`config.mk`:
```
export PLATFORM = sky130hd
export DESIGN_NAME = fetch_unit
export DESIGN_NICKNAME = d
export VERILOG_FILES = /design/src/rtl/fetch_unit.sv
export SDC_FILE = /design/constraint.sdc
export NUM_CORES = 1
export LEC_CHECK = 0
export ABC_AREA = 1
export CAP_MARGIN = 20
export CORE_MARGIN = 2
export CORE_UTILIZATION = 50
export CTS_CLUSTER_SIZE = 8
export DETAILED_ROUTE_END_ITERATION = 12
export PLACE_DENSITY = 0.8
export SYNTH_ARGS = -nofsm -noshare
export SYNTH_HDL_FRONTEND = slang
export SYNTH_SLANG_ARGS = --single-unit
```
`constraint.sdc`:
```
create_clock -name clk -period 5.15 [get_ports clk]
set_clock_uncertainty 0.2 [all_clocks]
set_input_delay 1.03 -clock clk [delete_from_list [all_inputs] [get_ports clk]]
set_output_delay 1.03 -clock clk [all_outputs]
set_load 0.02 [all_outputs]
```
`src/rtl/fetch_unit.sv`:
```
// Instruction fetch unit: one outstanding imem request, stall hold register, branch redirect.
// Interrupt entry/return support is built only when FETCH_INTERRUPT_EN is defined.
module fetch_unit #(
    parameter logic [31:0] RESET_PC = 32'h0000_0000,
    parameter logic [31:0] INT_VEC  = 32'h0000_1000
) (
    input  logic        clk,
    input  logic        rst_n,
    input  logic        stall,
    input  logic        Branch,
    input  logic [31:0] BrPC,
    input  logic        int_req,
    input  logic [31:0] imem_rdata,
    input  logic        imem_valid,
    output logic [31:0] imem_addr,
    output logic        imem_rd,
    output logic [31:0] inst,
    output logic [31:0] PC,
    output logic        inst_valid,
    output logic        inter,
    output logic [31:0] ilr,
    output logic [1:0]  dbg_state
);

    // Handshakes: decode takes inst/PC in any cycle with inst_valid=1 and stall=0;
    // otherwise inst/PC/inter hold. imem takes a request in every cycle imem_rd=1 and
    // completes the oldest one with imem_valid=1; at most one request is in flight.
    typedef enum logic [1:0] {
        S_REQ  = 2'd0,
        S_WAIT = 2'd1,
        S_HOLD = 2'd2,
        S_DROP = 2'd3
    } state_t;

    state_t      state_q;
    logic [31:0] fetch_pc_q;
    logic [31:0] inst_q;
    logic [31:0] pc_q;
    logic [31:0] ilr_q;
    logic [31:0] hold_word_q;
    logic [31:0] hold_pc_q;
    logic        inst_valid_q;
    logic        inter_q;
    logic        in_handler_q;
    logic        pend_inter_q;

    logic        taken;
    logic        req_open;
    logic        still_open;
    logic        int_accept;
    logic        redirect;
    logic [31:0] redirect_pc;
    logic [31:0] next_seq_pc;

    assign taken       = inst_valid_q && !stall;
    assign req_open    = (state_q != S_HOLD);
    assign still_open  = req_open && !imem_valid;
    assign redirect    = Branch || int_accept;
    assign redirect_pc = Branch ? BrPC : INT_VEC;
    assign next_seq_pc = fetch_pc_q + 32'd1;

`ifdef FETCH_INTERRUPT_EN
    // Accept only while the request for fetch_pc is being issued and no stalled
    // instruction would be lost, so fetch_pc is exactly the return address.
    assign int_accept = int_req && !in_handler_q && !Branch &&
                        (state_q == S_REQ) && !(inst_valid_q && stall);
`else
    logic unused_int_req;
    assign unused_int_req = int_req;
    assign int_accept     = 1'b0;
`endif

    always_ff @(posedge clk or negedge rst_n) begin
        if (!rst_n) begin
            state_q      <= S_REQ;
            fetch_pc_q   <= RESET_PC;
            inst_q       <= 32'd0;
            pc_q         <= 32'd0;
            ilr_q        <= 32'd0;
            hold_word_q  <= 32'd0;
            hold_pc_q    <= 32'd0;
            inst_valid_q <= 1'b0;
            inter_q      <= 1'b0;
            in_handler_q <= 1'b0;
            pend_inter_q <= 1'b0;
        end else begin
            if (taken) begin
                inst_valid_q <= 1'b0;
                inst_q       <= 32'd0;
                inter_q      <= 1'b0;
            end

            if (redirect) begin
                fetch_pc_q   <= redirect_pc;
                inst_valid_q <= 1'b0;
                inst_q       <= 32'd0;
                inter_q      <= 1'b0;
                state_q      <= still_open ? S_DROP : S_REQ;
            end else begin
                case (state_q)
                    S_REQ, S_WAIT: begin
                        if (imem_valid) begin
                            fetch_pc_q <= next_seq_pc;
                            if (stall) begin
                                hold_word_q <= imem_rdata;
                                hold_pc_q   <= fetch_pc_q;
                                state_q     <= S_HOLD;
                            end else begin
                                inst_q       <= imem_rdata;
                                pc_q         <= fetch_pc_q;
                                inst_valid_q <= 1'b1;
                                inter_q      <= pend_inter_q;
                                pend_inter_q <= 1'b0;
                                state_q      <= S_REQ;
                            end
                        end else begin
                            state_q <= S_WAIT;
                        end
                    end
                    S_HOLD: begin
                        if (!stall) begin
                            inst_q       <= hold_word_q;
                            pc_q         <= hold_pc_q;
                            inst_valid_q <= 1'b1;
                            inter_q      <= pend_inter_q;
                            pend_inter_q <= 1'b0;
                            state_q      <= S_REQ;
                        end
                    end
                    S_DROP: begin
                        if (imem_valid) begin
                            state_q <= S_REQ;
                        end
                    end
                    default: state_q <= S_REQ;
                endcase
            end

            // A Branch taken inside the handler is its return.
            if (int_accept) begin
                ilr_q        <= fetch_pc_q;
                in_handler_q <= 1'b1;
                pend_inter_q <= 1'b1;
            end else if (Branch && in_handler_q) begin
                in_handler_q <= 1'b0;
                pend_inter_q <= 1'b0;
            end
        end
    end

    // Gated by rst_n so the first request appears as soon as reset is released.
    assign imem_rd    = rst_n && (state_q == S_REQ);
    assign imem_addr  = fetch_pc_q;
    assign inst       = inst_q;
    assign PC         = pc_q;
    assign inst_valid = inst_valid_q;
    assign inter      = inter_q;
    assign ilr        = ilr_q;
    assign dbg_state  = state_q;

endmodule
```
==> run_results.csv <==
group,metric,value,unit
run,maxCapViolations,0,
routing,via_count,7795,
clock_tree,cts_tree,"done",
synth,synth_edf_count,0,
setup_path,critical-path-slowest-cell,"clkdlybuf4s50_1",
die,coreArea,16600,um2
global_route,grt_overflow,0,
global_route,grt_max_degree,86,
setup_path,critPathRequiredTime,3920,ps
setup_path,critPathMaxStageDelay,620,ps
clock_tree,hold_buffers,0,
sta,fin_crit_sh,68.0,%
synth,synth_seq_cells,165,
setup_path,worstSetupPathType,"in2out",
cells_and_area,fin_nets,1305,
routing,vias_per_cell,5.31,
cells_and_area,drive_above_1_share,4.49,%
synth,syn_avg_cell_area,7.73,um2
setup_path,path_buf_inv,2,
routing,first_iter_violations,682,
clock_tree,h-tree-depth,4,
synth,synthArstFlopShare,100,%
place,routabilityCongestion,0.923,
pwr,p_per_area,404,nW/um2
sta,rsz0062_at_grt,"false",
clock_tree,post-cts-setup-buffers,0,
clock_tree,post_cts_resized,0,
die,start_util,51.1,%
synth,synth_area,8480,um2
global_route,grt_pass1_wl,37100,um
routing,wirelength,22500,um
sta,tns,0,ps
run_status,run_status,"complete, no violations",
place,portBuffers,169,
die,rows,47,
setup_path,crit_family,"buffers and inverters",
sta,setup_violations,0,
setup_path,critPathLaunchType,"primary input",
sta,min_period,3500,ps
synth,yosysWarnings,0,
cells_and_area,finalInstanceArea,10800,um2
clock_tree,root_buffer,"clkbuf_16",
synth,synth_cells,1097,
sta,hold_viol,0,
sta,relSlewSlack,28.1,%
routing,dr.pass1.iters,4,
die,die-area,18000,um2
die,die_w,134,um
sta,hold_slack,282,ps
setup_path,arrival,2270,ps
global_route,antenna_found_initial,0,
cells_and_area,area_delta_synth_final,27.8,%
clock_tree,cts_sinks,165,
setup_path,cp-end-kind,"output pin",
cells_and_area,n_fill_cell,1473,
routing,drc_errors,0,
clock_tree,insertion_delay,440,ps
setup_path,path_max_fanout,55,
global_route,grt_usage,25.8,%
routing,wire_per_inst,15.3,um
die,die_y,134,um
hold_path,min_path_type,"reg2reg",
place,placed_cell_area,10100,um2
place,hpwlAfterDp,15000,um
setup_path,worstPathCellList,"buf_6 > nand2_1 > nor2_1 > clkdlybuf4s50_1",
synth,synth.distinct_cells,29,
clock_tree,numCtsBuffers,17,
clock_tree,cts_max_path_buffers,2,
sta,worstMarginPinSlew,1080,ps
die,num_io_pins,203,
pwr,power_leakage,4.91,nW
global_route,grt_pass1_vias,7438,
synth,synth_flop_cell,"dfrtp_1",
sta,drv_slew,0,
pwr,peakVddDrop,0.249,mV
synth,ys_seq_area_share,48.7,%
cells_and_area,n_antenna_cell,0,
clock_tree,cts.clk_slew.worst_paths,60,ps
routing,ant_nets,0,
sta,clock.fmax,285,MHz
[cell families (layout without fill, tap and decap cells)]
family | after synthesis | in the layout | synth area share, %
compound gates | 239 | 239 | 15.7
xor+xnor | 5 | 5 | 0.516
fa+ha+maj | 1 | 1 | 0.147
buf+inv | 195 | 314 | 11.0
flops | 165 | 165 | 48.7
other cells | 1 | 32 | 0.0442
simple gates | 491 | 491 | 23.9
[synthesized netlist by cell type (18+ instances only)]
library cell  number  area, um2
nor2_1            43        161
nand2_1          359       1350
a21oi_1           19       95.1
o21ai_0          100        500
nand3_1           44        220
buf_4             45        338
clkbuf_1          24       90.1
a31oi_1           18        113
dfrtp_1          165       4130
buf_2             20        100
o21ai_1           58        290
o21a_1            32        240
inv_1            100        375
nand4_1           36        225
[worst min-delay path, delay by kind of cell (launching register included)]
| family | cells | cell delay, ps |
|---|---|---|
| flip-flops | 1 | 340 |
| AO/OA/AOI/OAI | 1 | 60 |
| AND/OR/NAND/NOR | 1 | 50 |
[registers in the layout, indices dropped and copies added, names as in the netlist]
register and flops:
pend_inter_q 1, dbg_state 2, PC 32, inst_valid 1, hold_pc_q 32, inter 1
hold_word_q 32, inst 32, imem_addr 32
[report_power, final]
group	total (mW)	internal, mW	switching (mW)
registers	1.73	1.55	0.175
clock network	1.56	1.02	0.536
logic	1.10	0.479	0.617
total	4.38	3.05	1.33
[layer usage]
metal  track usage (%)  wire [um]  part of all wire (%)
met5                 0          0                     0
met1              35.7       9770                    43
met4              9.53        601                   2.7
met2              41.2      10800                    48
met3              4.20       1370                   6.1
[final timing paths]
check | from | end | slack, ps | depth (start not counted)
worst max-delay path | rst_n | imem_rd | 1650 | 4
worst min-delay path | hold_pc_q[12]$_DFFE_PN0P_ | hold_pc_q[12]$_DFFE_PN0P_ | 280 | 2
worst max register to register | dbg_state[0]$_DFFE_PN0P_ | inst[2]$_DFF_PN0_ | 2300 | 8
max in group asynchronous | rst_n | inst[11]$_DFF_PN0_ | 2560 | 3
worst min register to register | hold_pc_q[12]$_DFFE_PN0P_ | hold_pc_q[12]$_DFFE_PN0P_ | 280 | 2
min in group asynchronous | rst_n | PC[20]$_DFFE_PN0P_ | 330 | 1
[layout by cell type, fill, tap and decap left out, types with 6 or more instances in the layout]
master / Yosys / routed
o21ai_1: 58 / 58
o21a_1: 32 / 32
clkbuf_16: 0 / 17
buf_4: 45 / 7
nand3_1: 44 / 44
a21oi_1: 19 / 18
nor2_1: 43 / 43
clkdlybuf4s50_1: 0 / 167
a31oi_1: 18 / 18
o21ai_0: 100 / 100
o211ai_1: 6 / 6
conb_1: 1 / 32
bufinv_16: 0 / 8
nand2_1: 359 / 359
dfrtp_1: 165 / 165
inv_1: 100 / 100
nand4_1: 36 / 36
[cell type report]
class / count / area (um2) / area share (%)
Clock inverter: 12 / 273 / 2.52
Clock buffer: 20 / 447 / 4.12
Inverter: 104 / 393 / 3.63
Timing Repair Buffer: 178 / 1780 / 16.4
Sequential cell: 165 / 4130 / 38.1
Tap cell: 220 / 275 / 2.54
Multi-Input combinational cell: 768 / 3540 / 32.7
[stage by stage]
stage	util, %	worst slack, ps	cells	total power, mW
6_report	65.4	1650	1467	4.38
3_3_place_gp	61.0	1490	1435	2.81
5_1_grt	65.4	1460	1467	4.60
3_5_place_dp	61.0	1480	1435	2.85
2_1_floorplan	-	2570	1128	2.37
4_1_cts	65.4	1570	1467	4.41
No activity file was read; power rests on OpenSTA's default activity.
